--- src/rtl/bsg_zynq_axil_pkg.sv ---
// rtl/bsg_zynq_axil_pkg.sv - state encodings and AXI response codes for the AXI4-Lite master
package bsg_zynq_axil_pkg;

  typedef logic [2:0] state_t;

  localparam state_t ST_IDLE  = 3'd0;
  localparam state_t ST_WR    = 3'd1;
  localparam state_t ST_BRESP = 3'd2;
  localparam state_t ST_AR    = 3'd3;
  localparam state_t ST_RDATA = 3'd4;
  localparam state_t ST_RESP  = 3'd5;

  localparam logic [1:0] RESP_OKAY   = 2'b00;
  localparam logic [1:0] RESP_EXOKAY = 2'b01;
  localparam logic [1:0] RESP_SLVERR = 2'b10;
  localparam logic [1:0] RESP_DECERR = 2'b11;

  function automatic logic resp_is_err(input logic [1:0] resp);
    return (resp == RESP_SLVERR) || (resp == RESP_DECERR);
  endfunction

endpackage

--- src/rtl/bsg_zynq_axil_master.sv ---
// rtl/bsg_zynq_axil_master.sv - single-outstanding AXI4-Lite master driven by a command/response handshake
module bsg_zynq_axil_master
  import bsg_zynq_axil_pkg::*;
#(
  parameter int C_M_AXI_DATA_WIDTH = 32,
  parameter int C_M_AXI_ADDR_WIDTH = 6
) (
  input  logic                            aclk,
  input  logic                            aresetn,

  input  logic                            cmd_v_i,
  output logic                            cmd_ready_o,
  input  logic                            cmd_write_i,
  input  logic [C_M_AXI_ADDR_WIDTH-1:0]   cmd_addr_i,
  input  logic [C_M_AXI_DATA_WIDTH-1:0]   cmd_data_i,
  input  logic [C_M_AXI_DATA_WIDTH/8-1:0] cmd_wstrb_i,

  output logic                            resp_v_o,
  input  logic                            resp_yumi_i,
  output logic                            resp_write_o,
  output logic [C_M_AXI_DATA_WIDTH-1:0]   resp_data_o,
  output logic                            resp_err_o,

  output logic [C_M_AXI_ADDR_WIDTH-1:0]   m_axi_awaddr,
  output logic [2:0]                      m_axi_awprot,
  output logic                            m_axi_awvalid,
  input  logic                            m_axi_awready,

  output logic [C_M_AXI_DATA_WIDTH-1:0]   m_axi_wdata,
  output logic [C_M_AXI_DATA_WIDTH/8-1:0] m_axi_wstrb,
  output logic                            m_axi_wvalid,
  input  logic                            m_axi_wready,

  input  logic [1:0]                      m_axi_bresp,
  input  logic                            m_axi_bvalid,
  output logic                            m_axi_bready,

  output logic [C_M_AXI_ADDR_WIDTH-1:0]   m_axi_araddr,
  output logic [2:0]                      m_axi_arprot,
  output logic                            m_axi_arvalid,
  input  logic                            m_axi_arready,

  input  logic [C_M_AXI_DATA_WIDTH-1:0]   m_axi_rdata,
  input  logic [1:0]                      m_axi_rresp,
  input  logic                            m_axi_rvalid,
  output logic                            m_axi_rready
);

  state_t                          state;
  logic [C_M_AXI_ADDR_WIDTH-1:0]   addr_r;

  assign m_axi_awaddr = addr_r;
  assign m_axi_araddr = addr_r;
  assign m_axi_awprot = 3'b000;
  assign m_axi_arprot = 3'b000;

  // Every output is a flop so nothing combinationally follows an input.
  always_ff @(posedge aclk or negedge aresetn) begin
    if (!aresetn) begin
      state         <= ST_IDLE;
      cmd_ready_o   <= 1'b0;
      addr_r        <= '0;
      m_axi_wdata   <= '0;
      m_axi_wstrb   <= '0;
      m_axi_awvalid <= 1'b0;
      m_axi_wvalid  <= 1'b0;
      m_axi_bready  <= 1'b0;
      m_axi_arvalid <= 1'b0;
      m_axi_rready  <= 1'b0;
      resp_v_o      <= 1'b0;
      resp_write_o  <= 1'b0;
      resp_data_o   <= '0;
      resp_err_o    <= 1'b0;
    end else begin
      case (state)
        ST_IDLE: begin
          if (cmd_v_i && cmd_ready_o) begin
            cmd_ready_o <= 1'b0;
            addr_r      <= cmd_addr_i;
            m_axi_wdata <= cmd_data_i;
            m_axi_wstrb <= cmd_wstrb_i;
            if (cmd_write_i) begin
              m_axi_awvalid <= 1'b1;
              m_axi_wvalid  <= 1'b1;
              state         <= ST_WR;
            end else begin
              m_axi_arvalid <= 1'b1;
              state         <= ST_AR;
            end
          end else begin
            cmd_ready_o <= 1'b1;
          end
        end
        ST_WR: begin
          if (m_axi_awvalid && m_axi_awready) m_axi_awvalid <= 1'b0;
          if (m_axi_wvalid && m_axi_wready)   m_axi_wvalid  <= 1'b0;
          // AW and W retire independently; move on once neither is still pending.
          if ((!m_axi_awvalid || m_axi_awready) && (!m_axi_wvalid || m_axi_wready)) begin
            m_axi_bready <= 1'b1;
            state        <= ST_BRESP;
          end
        end
        ST_BRESP: begin
          if (m_axi_bvalid) begin
            m_axi_bready <= 1'b0;
            resp_v_o     <= 1'b1;
            resp_write_o <= 1'b1;
            resp_data_o  <= '0;
            resp_err_o   <= resp_is_err(m_axi_bresp);
            state        <= ST_RESP;
          end
        end
        ST_AR: begin
          if (m_axi_arready) begin
            m_axi_arvalid <= 1'b0;
            m_axi_rready  <= 1'b1;
            state         <= ST_RDATA;
          end
        end
        ST_RDATA: begin
          if (m_axi_rvalid) begin
            m_axi_rready <= 1'b0;
            resp_v_o     <= 1'b1;
            resp_write_o <= 1'b0;
            resp_data_o  <= m_axi_rdata;
            resp_err_o   <= resp_is_err(m_axi_rresp);
            state        <= ST_RESP;
          end
        end
        ST_RESP: begin
          if (resp_yumi_i) begin
            resp_v_o    <= 1'b0;
            cmd_ready_o <= 1'b1;
            state       <= ST_IDLE;
          end
        end
        default: begin
          state <= ST_IDLE;
        end
      endcase
    end
  end

endmodule

--- config.mk ---
export PLATFORM = sky130hd
export DESIGN_NAME = bsg_zynq_axil_master
export DESIGN_NICKNAME = d
export VERILOG_FILES = /design/src/rtl/bsg_zynq_axil_pkg.sv /design/src/rtl/bsg_zynq_axil_master.sv
export SDC_FILE = /design/constraint.sdc
export NUM_CORES = 1
export LEC_CHECK = 0
export BUFFER_PORTS_ARGS = -buffer_cell sky130_fd_sc_hd__buf_4
export CORE_MARGIN = 2
export CORE_UTILIZATION = 45
export DETAILED_ROUTE_END_ITERATION = 8
export GPL_ROUTABILITY_DRIVEN = 0
export PLACE_DENSITY = 0.86
export SLEW_MARGIN = 20
export SYNTH_ARGS = -nofsm -noshare
export SYNTH_HDL_FRONTEND = slang
export SYNTH_SLANG_ARGS = --single-unit
--- constraint.sdc ---
create_clock -name aclk -period 2.4 [get_ports aclk]
set_clock_uncertainty 0.2 [all_clocks]
set_input_delay 0.12 -clock aclk [delete_from_list [all_inputs] [get_ports aclk]]
set_output_delay 0.12 -clock aclk [all_outputs]
set_load 0.02 [all_outputs]
Yosys cells after proc, flatten, opt, wreduce, memory -nomap -nowiden --
Index checks and enable logic that the tools add are counted.
Storage, ports and cells: logic and storage cells 99, output and inout port bits 95, input bits 88, flip-flop bits (word level) 86
Cells by class: multiplexer cells 38, reduce and logical (&&, ||, !) cells 28, eq/ne operators 19
Operators with widths (number):
- 32-bit 2-to-1 mux | 2
- 32-bit case mux with 2 select lines | 1
- 2-bit != test (second input constant) | 10
- 1-bit 2-to-1 mux | 18
- 3-bit 2-to-1 mux | 6
- 3-bit case mux with 6 select lines | 1
- 1-bit case mux with 2 select lines | 8
- 4-bit AND reduction | 4
- 2-bit nonzero test | 6
- 3-bit AND reduction | 3
- 2-bit == test (second input constant) | 4
- 3-bit by 2-bit == test with 1-bit output (second input constant) | 2
- 3-bit == test (second input constant) | 2
- 6-bit AND reduction | 1
- 1-bit logical AND | 4
- 1-bit logical OR | 4
- 2-bit AND reduction | 2
- 3-bit by 1-bit == test with 1-bit output (second input constant) | 1
- 3-bit logical NOT | 1
- 1-bit case mux with 3 select lines | 1
- 3-bit nonzero test | 1
- 1-bit logical NOT | 2
- 2-bit 2-to-1 mux | 1

Longest topological paths before layout --
Gate-level depths: netlist of the first run.
word-level depth 5, depth in mapped cells 7, mapped depth without buffers 4

Worst setup path before layout of the first run --
No wires, ideal clock.
path type reg-to-reg, start register cmd_ready_o, end register m_axi_wdata[0], required time 2.075 ns, library setup time 0.125 ns, path slack 0.503 ns, stages on the path, launching flop included 5, data arrival time 1.572 ns, path buffers 1, clock period less this slack 1.897 ns, path through dfrtp_1 nand2_1 nor4_4 buf_6 mux2_2
On the way: longest elaborated chain between the ends 2
Ends and longest elaborated chain:
- start: declaration | line bsg_zynq_axil_master.sv:12 | output logic cmd_ready_o,
- start signal: assignment | line bsg_zynq_axil_master.sv:61 | cmd_ready_o <= 1'b0;
- start signal: assignment | line bsg_zynq_axil_master.sv:78 | cmd_ready_o <= 1'b0;
- start signal: assignment | line bsg_zynq_axil_master.sv:91 | cmd_ready_o <= 1'b1;
- 1-bit logical AND | line bsg_zynq_axil_master.sv:77 | if (cmd_v_i && cmd_ready_o) begin
- 2-bit AND reduction (no line)
- end signal: assignment | line bsg_zynq_axil_master.sv:80 | m_axi_wdata <= cmd_data_i;
- end: declaration | line bsg_zynq_axil_master.sv:29 | output logic [C_M_AXI_DATA_WIDTH-1:0] m_axi_wdata,
Every way passes these cells. A chain may end at the register's enable or synchronous reset.

Final worst setup path of the first run --
start register state[1], end register m_axi_arvalid
On the way: longest elaborated chain between the ends 3, elaborated cells between the ends (all ways) 8, those cells by class eq/ne: 4; mux: 1; reduce/logical: 3
Ends and longest elaborated chain:
- start: declaration | line bsg_zynq_axil_master.sv:49 | state_t state;
- start signal: assignment | line bsg_zynq_axil_master.sv:60 | state <= ST_IDLE;
- start signal: assignment | line bsg_zynq_axil_master.sv:85 | state <= ST_WR;
- start signal: assignment | line bsg_zynq_axil_master.sv:88 | state <= ST_AR;
- 3-bit by 2-bit == test with 1-bit output or 3-bit logical NOT (tied branches) | line bsg_zynq_axil_master.sv:75 | case (state)
- 2-bit != test (no line) or 2-bit nonzero test (tied branches)
- 4-bit AND reduction (no line)
- end signal: assignment | line bsg_zynq_axil_master.sv:68 | m_axi_arvalid <= 1'b0;
- end signal: assignment | line bsg_zynq_axil_master.sv:87 | m_axi_arvalid <= 1'b1;
- end signal: assignment | line bsg_zynq_axil_master.sv:115 | m_axi_arvalid <= 1'b0;
- end: declaration | line bsg_zynq_axil_master.sv:40 | output logic m_axi_arvalid,
Several ways; a longest one is shown, not always the timed one.

==> results of run 1 <==
## power groups by stage
| stage | clock network, mW | registers, mW | logic, mW |
|---|---|---|---|
| final | 1.22 | 2.59 | 3.62 |
| after global placement | 0 | 2.53 | 3.34 |
| after CTS | 1.25 | 2.55 | 3.57 |
| after global routing | 1.31 | 2.68 | 3.87 |
| after floorplan | 0 | 3.25 | 1.32 |
| after detailed placement | 0 | 2.58 | 3.40 |
## final timing paths
check,endpoint,slack [ns],cells past startpoint
setup / recovery,m_axi_arvalid,0.16,5
hold / removal,m_axi_wdata[31],0.1,2
setup reg to reg,m_axi_arvalid,0.16,5
hold reg to reg,resp_data_o[10],0.29,2
max in group asynchronous,m_axi_wdata[20],1.25,3
min in group aclk,state[0],0.10,5
## cells in the mapped netlist (2+ instances only)
cell / instances
dfrtp_1: 86
nand2_1: 77
o21ai_0: 43
mux2_2: 39
buf_4: 12
a21oi_1: 8
nor2_1: 8
buf_2: 7
clkbuf_1: 7
buf_6: 4
mux2_1: 3
nand2b_1: 3
nor2b_1: 3
a41oi_1: 2
inv_1: 2
nand3b_1: 2
nor3_1: 2
## through the flow
step           instances  power [mW]  utilization  hold WS, ns
2_1_floorplan        326        4.57            -       -0.376
3_3_place_gp         576        5.87        0.636      -0.0725
3_5_place_dp         576        5.98        0.636      -0.0619
4_1_cts              679        7.36        0.780       0.0617
5_1_grt              681        7.85        0.783        0.123
6_report             681        7.43        0.783       0.0961
## registers in the layout, summed over array words and instances, names as in the netlist
register,flops
resp_data_o,32
resp_write_o,1
m_axi_wvalid,1
m_axi_awvalid,1
m_axi_rready,1
m_axi_wstrb,4
resp_v_o,1
m_axi_araddr,6
m_axi_bready,1
m_axi_arvalid,1
state,3
cmd_ready_o,1
m_axi_wdata,32
resp_err_o,1
## layer usage
layer	up-vias	GRT usage	share of wire	routed length, um
li1	1567	-	-	-
met1	1527	0.286	0.38	3980
met2	130	0.437	0.53	5480
met3	16	0.0508	0.070	729
met4	0	0.0772	0.018	185
met5	-	0	0	0
## cell families (layout without fill, tap and decap cells)
group / after synthesis / in the layout
buffers and inverters: 33 / 286
and+or+nand+nor: 99 / 99
AOI/OAI and AO/OA: 59 / 59
muxes: 43 / 43
other: 1 / 6
DFF: 86 / 86
## what timing repair did
| item | CTS | global route |
|---|---|---|
| hold buffers | 87 | 0 |
| endpoints found under the hold margin | 146 | 0 |
| endpoints found under the setup margin | 0 | 14 |
| setup buffers | 0 | 2 |
| gates resized for setup | 0 | 2 |
## layout make-up
| class | count | area [um^2] |
|---|---|---|
| repair buffers | 268 | 2250 |
| flip-flops and latches | 86 | 2150 |
| fillers | 435 | 1670 |
| multi-input cells | 207 | 1270 |
| well taps | 102 | 128 |
| clock buffers | 9 | 124 |
| clock inverters | 7 | 120 |
| inverters | 2 | 7.51 |
==> metrics.md, run 1 <==
| Metric | Value |
|---|---|
| Biggest fanout along the worst timing path | `44` |
| Reg power frac | `0.348` |
| CTS clk-pin slew, worst paths | `0.09 ns` |
| H-tree levels | `3` |
| Adder-cell share of the synthesized area | `0` |
| Synth Area in Compound Gates | `0.0891` |
| Initial drt markers | `96` |
| Final ANT Viol Nets | `0` |
| CP Class | `reg2reg` |
| Worst path cell trace | `nor4_4, buf_12, inv_1, o21ai_0, dlygate4sd3_1` |
| CTS root buf | `clkbuf_8` |
| Worst path top cell family by delay | `buffers and inverters` |
| Detailed-route DRC error count | `0` |
| Via count | `3,240` |
| Max_cap viols | `0` |
| Num CTS Buffers | `9` |
| Yosys top cell area share | `0.599` |
| Clock sinks | `86` |
| Outcome | `finished, final reports clean` |
| Most common cell after layout, fill and taps aside | `buf_4` |
| Most frequent cells in the layout | `buf_4, dlygate4sd3_1, dfrtp_1, nand2_1, o21ai_0` |
| Post-synth top flop | `dfrtp_1` |
| Leak | `2.86 nW` |
| Final instance area | `6050 um^2` |
| Die height | `93.4 um` |
| Tightest Pin Transition | `0.544 ns` |
| Post-Synth XOR/XNOR Area | `0` |
| Largest net degree at the start of global routing | `67` |
| Max stage delay on crit path | `0.57 ns` |
| Clock Path Buffers | `2` |
| Reg2Reg Launch Point | `state[1]` |
| Unrepaired setup endpoints after global routing | `false` |
| Vias per std cell | `4.76` |
| Starting Density | `0.465` |
| Peak supply drop | `0.000650 V` |
| Wirelength per Cell | `15.2 um` |
| Library cells used by synthesis | `30` |
| GRT overflow | `0` |
| Final setup fails | `0` |
| HPWL Detailed | `6090 um` |
| Layout cells sized above 1 | `0.416` |
| Worst hold path class | `in2async` |
| Port Buf Inserts | `174` |
| Later-pin clock latency in the skew report | `0.34 ns` |
| Netlist area before placement | `3590 um^2` |
| Area after DPL | `4920 um^2` |
| Worst Setup End Kind | `flop` |
| Min Tclk post-route | `2.24 ns` |
| Area Overhead vs Synth | `68.4%` |
| Layout Nets | `662` |
| Worst Slack Setup Final | `0.159 ns` |
| Max-slew headroom | `0.638` |
| TritonCTS clock tree | `done` |
| Slowest stage cell, crit path | `dfrtp_1` |
| Final Max Slew Viols | `0` |
| DRT Pass-1 Iters | `4` |
| Seq/Total Area, Yosys | `0.599` |
| Core box area | `7730 um^2` |
| FP Rows | `32` |
| First-pass GRT wire length | `16,500 um` |
| Die ar. | `8720 um^2` |
| Sw frac | `0.393` |
| Chip Width | `93.4 um` |
| Simple-gate portion of the synthesized area | `0.119` |
| Switching power | `2.92 mW` |
| Achievable frequency | `446 MHz` |
| Startpoint class of the critical path | `flop` |
| Yosys warns | `0` |
| Clock Power Share | `0.164` |
| EDFF count, synth | `0` |
| Vias in the first global route | `3,356` |
| I/O pin count | `183` |
| Cell taking the most area after synthesis | `dfrtp_1` |
| Largest family of logic cells by synthesized area | `multiplexers` |
| Initial antenna violation count | `0` |
| Pwr per Cell Area | `1230 nW/um^2` |
| Final setup TNS | `0 ns` |
| Combinational Power Share | `0.487` |
| CP startpoint | `state[1]` |
| DRT Wirelength | `10,400 um` |
| Inserted Diodes | `0` |
| Synthesized area per cell | `11.2 um^2` |
| Synthesized flop and latch total | `86` |
| Ys async rst share | `1.00` |
| Worst path bufs/invs | `3` |
| Post-Syn Instances | `321` |
| Final hold vios | `0` |
| Arrival time worst endpoint | `2.32 ns` |
| Place WS | `0.213 ns` |
| Area contributors post-synth | `dfrtp_1, mux2_2, nand2_1, o21ai_0, buf_4` |
| Total track usage | `0.241` |
| Critical Path RT | `2.48 ns` |
| Crit share post-route | `0.934` |
| Mux cell area share after synthesis | `0.134` |
| P_int | `4.51 mW` |
Power figures use the tool's default switching activity.
==> inputs of run 2 (changes only) <==
CORE_MARGIN = unset   (was 2)
clock period = 2.15 ns   (was 2.4 ns; I/O delays follow)
==> run 2 against run 1 <==
  * Register-to-register slack worse by 0.06 ns
  * Via count is 1.1% higher
  * Utilization is 0.44 points lower
  * First-iteration DRC count is 6.3% lower
==> metrics.md, run 2 (synthesis gave the netlist of run 1 again) <==
| Metric | Value |
|---|---|
| CTS clk-pin slew, worst paths | `0.09 ns (about the same)` |
| Worst Setup End Kind | `flop` |
| Final setup TNS | `0 ns (unchanged)` |
| Num CTS Buffers | `9 (unchanged)` |
| Final Max Slew Viols | `0 (unchanged)` |
| Layout Nets | `661 (-0.15%)` |
| Port Buf Inserts | `174 (unchanged)` |
| Startpoint class of the critical path | `flop` |
| Core box area | `7730 um^2 (unchanged)` |
| Achievable frequency | `489 MHz (+9.5%)` |
| Largest net degree at the start of global routing | `67 (unchanged)` |
| Worst path top cell family by delay | `buffers and inverters` |
| Worst path bufs/invs | `2 (-1)` |
| H-tree levels | `3 (unchanged)` |
| Worst hold path class | `in2reg` |
| Pwr per Cell Area | `1340 nW/um^2 (+9.4%)` |
| Initial drt markers | `90 (-6.3%)` |
| Via count | `3,276 (+1.1%)` |
| Arrival time worst endpoint | `2.13 ns (-0.19 ns)` |
| Starting Density | `0.465 (unchanged)` |
| Fill cell count | `466 (+7.1%)` |
| Detailed-route DRC error count | `0 (unchanged)` |
| Register area | `2150 um^2 (unchanged)` |
| Clock Path Buffers | `2 (unchanged)` |
| Outcome | `finished, final reports clean` |
| Final setup fails | `0 (unchanged)` |
| Unrepaired setup endpoints after global routing | `false` |
| Min Tclk post-route | `2.05 ns (-0.194 ns)` |
| Tightest Pin Transition | `0.515 ns (-0.0283 ns)` |
| DRT Wirelength | `10,500 um (+0.78%)` |
| Final hold vios | `0 (unchanged)` |
| Biggest fanout along the worst timing path | `12 (-73%)` |
| Critical Path RT | `2.24 ns (-0.24 ns)` |
| Wirelength per Cell | `15.4 um (+0.93%)` |
| Area Overhead vs Synth | `67.5%` |
| Peak supply drop | `0.000846 V (+30%)` |
| Die height | `91.4 um (-2.1%)` |
| CTS root buf | `clkbuf_8` |
| Crit share post-route | `0.952 (+0.0182)` |
| DRT Pass-1 Iters | `4 (unchanged)` |
| Initial antenna violation count | `0 (unchanged)` |
| Vias in the first global route | `3,574 (+6.5%)` |
| Final ANT Viol Nets | `0 (unchanged)` |
| CP Class | `reg2reg` |
| Most frequent cells in the layout | `buf_4, dlygate4sd3_1, dfrtp_1, nand2_1, o21ai_0` |
| Max-slew headroom | `0.656 (+0.0188)` |
| FP Rows | `32 (unchanged)` |
| Total power | `8.09 mW (+8.8%)` |
| First-pass GRT wire length | `17,100 um (+3.7%)` |
| Total track usage | `0.265 (+0.0232)` |
| I/O pin count | `183 (unchanged)` |
| Later-pin clock latency in the skew report | `0.35 ns (about the same)` |
| GRT overflow | `0 (unchanged)` |
| Inserted Diodes | `0 (unchanged)` |
| Max_cap viols | `0 (unchanged)` |
| Footprint of the multi-input gates | `1260 um^2 (-0.39%)` |
| Vias per std cell | `4.82 (+1.3%)` |
| Most common cell after layout, fill and taps aside | `buf_4` |
| TritonCTS clock tree | `done` |
| Slowest stage cell, crit path | `dlygate4sd3_1` |
| Chip Width | `91.4 um (-2.1%)` |
| Layout cells sized above 1 | `0.413 (-0.00274)` |
| Clock sinks | `86 (unchanged)` |
| Leak | `2.83 nW (-1.1%)` |
| Max stage delay on crit path | `0.58 ns (about the same)` |
| Worst path cell trace | `buf_4, nor2_2, a41oi_1, o21ai_0, dlygate4sd3_1` |
| Die ar. | `8350 um^2 (-4.2%)` |
| HPWL Detailed | `6030 um (-1.1%)` |
[run 2: power breakdown]
part	internal [mW]	switching, mW	total [mW]
Clock	0.545	0.585	1.13
Combinational	1.93	2.18	4.11
Sequential	2.35	0.496	2.85
Total	4.83	3.26	8.09
[run 2: through the flow]
stage	cell area (um^2)	std cells	worst slack (ns)	hold WS, ns	util
2_1_floorplan	3610	326	0.253	-0.388	-
3_3_place_gp	4950	577	0.320	-0.0858	0.640
3_5_place_dp	4950	577	0.285	-0.0803	0.640
4_1_cts	6020	680	0.0985	0.0637	0.778
5_1_grt	6020	680	0.0251	0.140	0.779
6_report	6020	680	0.104	0.0722	0.779
[run 2: layer usage]
layer	global-route usage	part of all wire
met5	0	0
met4	0.102	0.026
met3	0.0469	0.049
met2	0.506	0.55
met1	0.288	0.38
[run 2: tightest hold or removal path, stage by stage]
cell       delay (ns)
buf_4            0.12
nand2_1          0.16
nand2_1          0.07
nand2_1          0.07
o2bb2ai_1        0.06
[run 2: cell type report]
class | count | area share
Sequential cell | 86 | 0.358
Inverter | 2 | 0.00125
Timing Repair Buffer | 267 | 0.377
Clock buffer | 10 | 0.0212
Multi-Input combinational cell | 207 | 0.210
Clock inverter | 6 | 0.0116
Tap cell | 102 | 0.0212
[run 2: repair_timing]
item	CTS	global route
hold endpoints to repair	170	0
resized for setup	0	2
endpoints found under the setup margin	0	2
hold buffers	87	0
setup buffers	0	0
[run 2: path summary, 6_finish.rpt]
check                               startpoint               to  slack, ns  cells after the start
worst max-delay path                  state[1]    m_axi_awvalid       0.10                      5
min in group asynchronous              aresetn   m_axi_wdata[2]       0.12                      2
worst min-delay path                   cmd_v_i         state[0]       0.07                      5
worst min register to register  resp_data_o[6]   resp_data_o[6]       0.29                      2
max in group asynchronous              aresetn  m_axi_wdata[28]       0.99                      3
worst max register to register        state[1]    m_axi_awvalid       0.10                      5
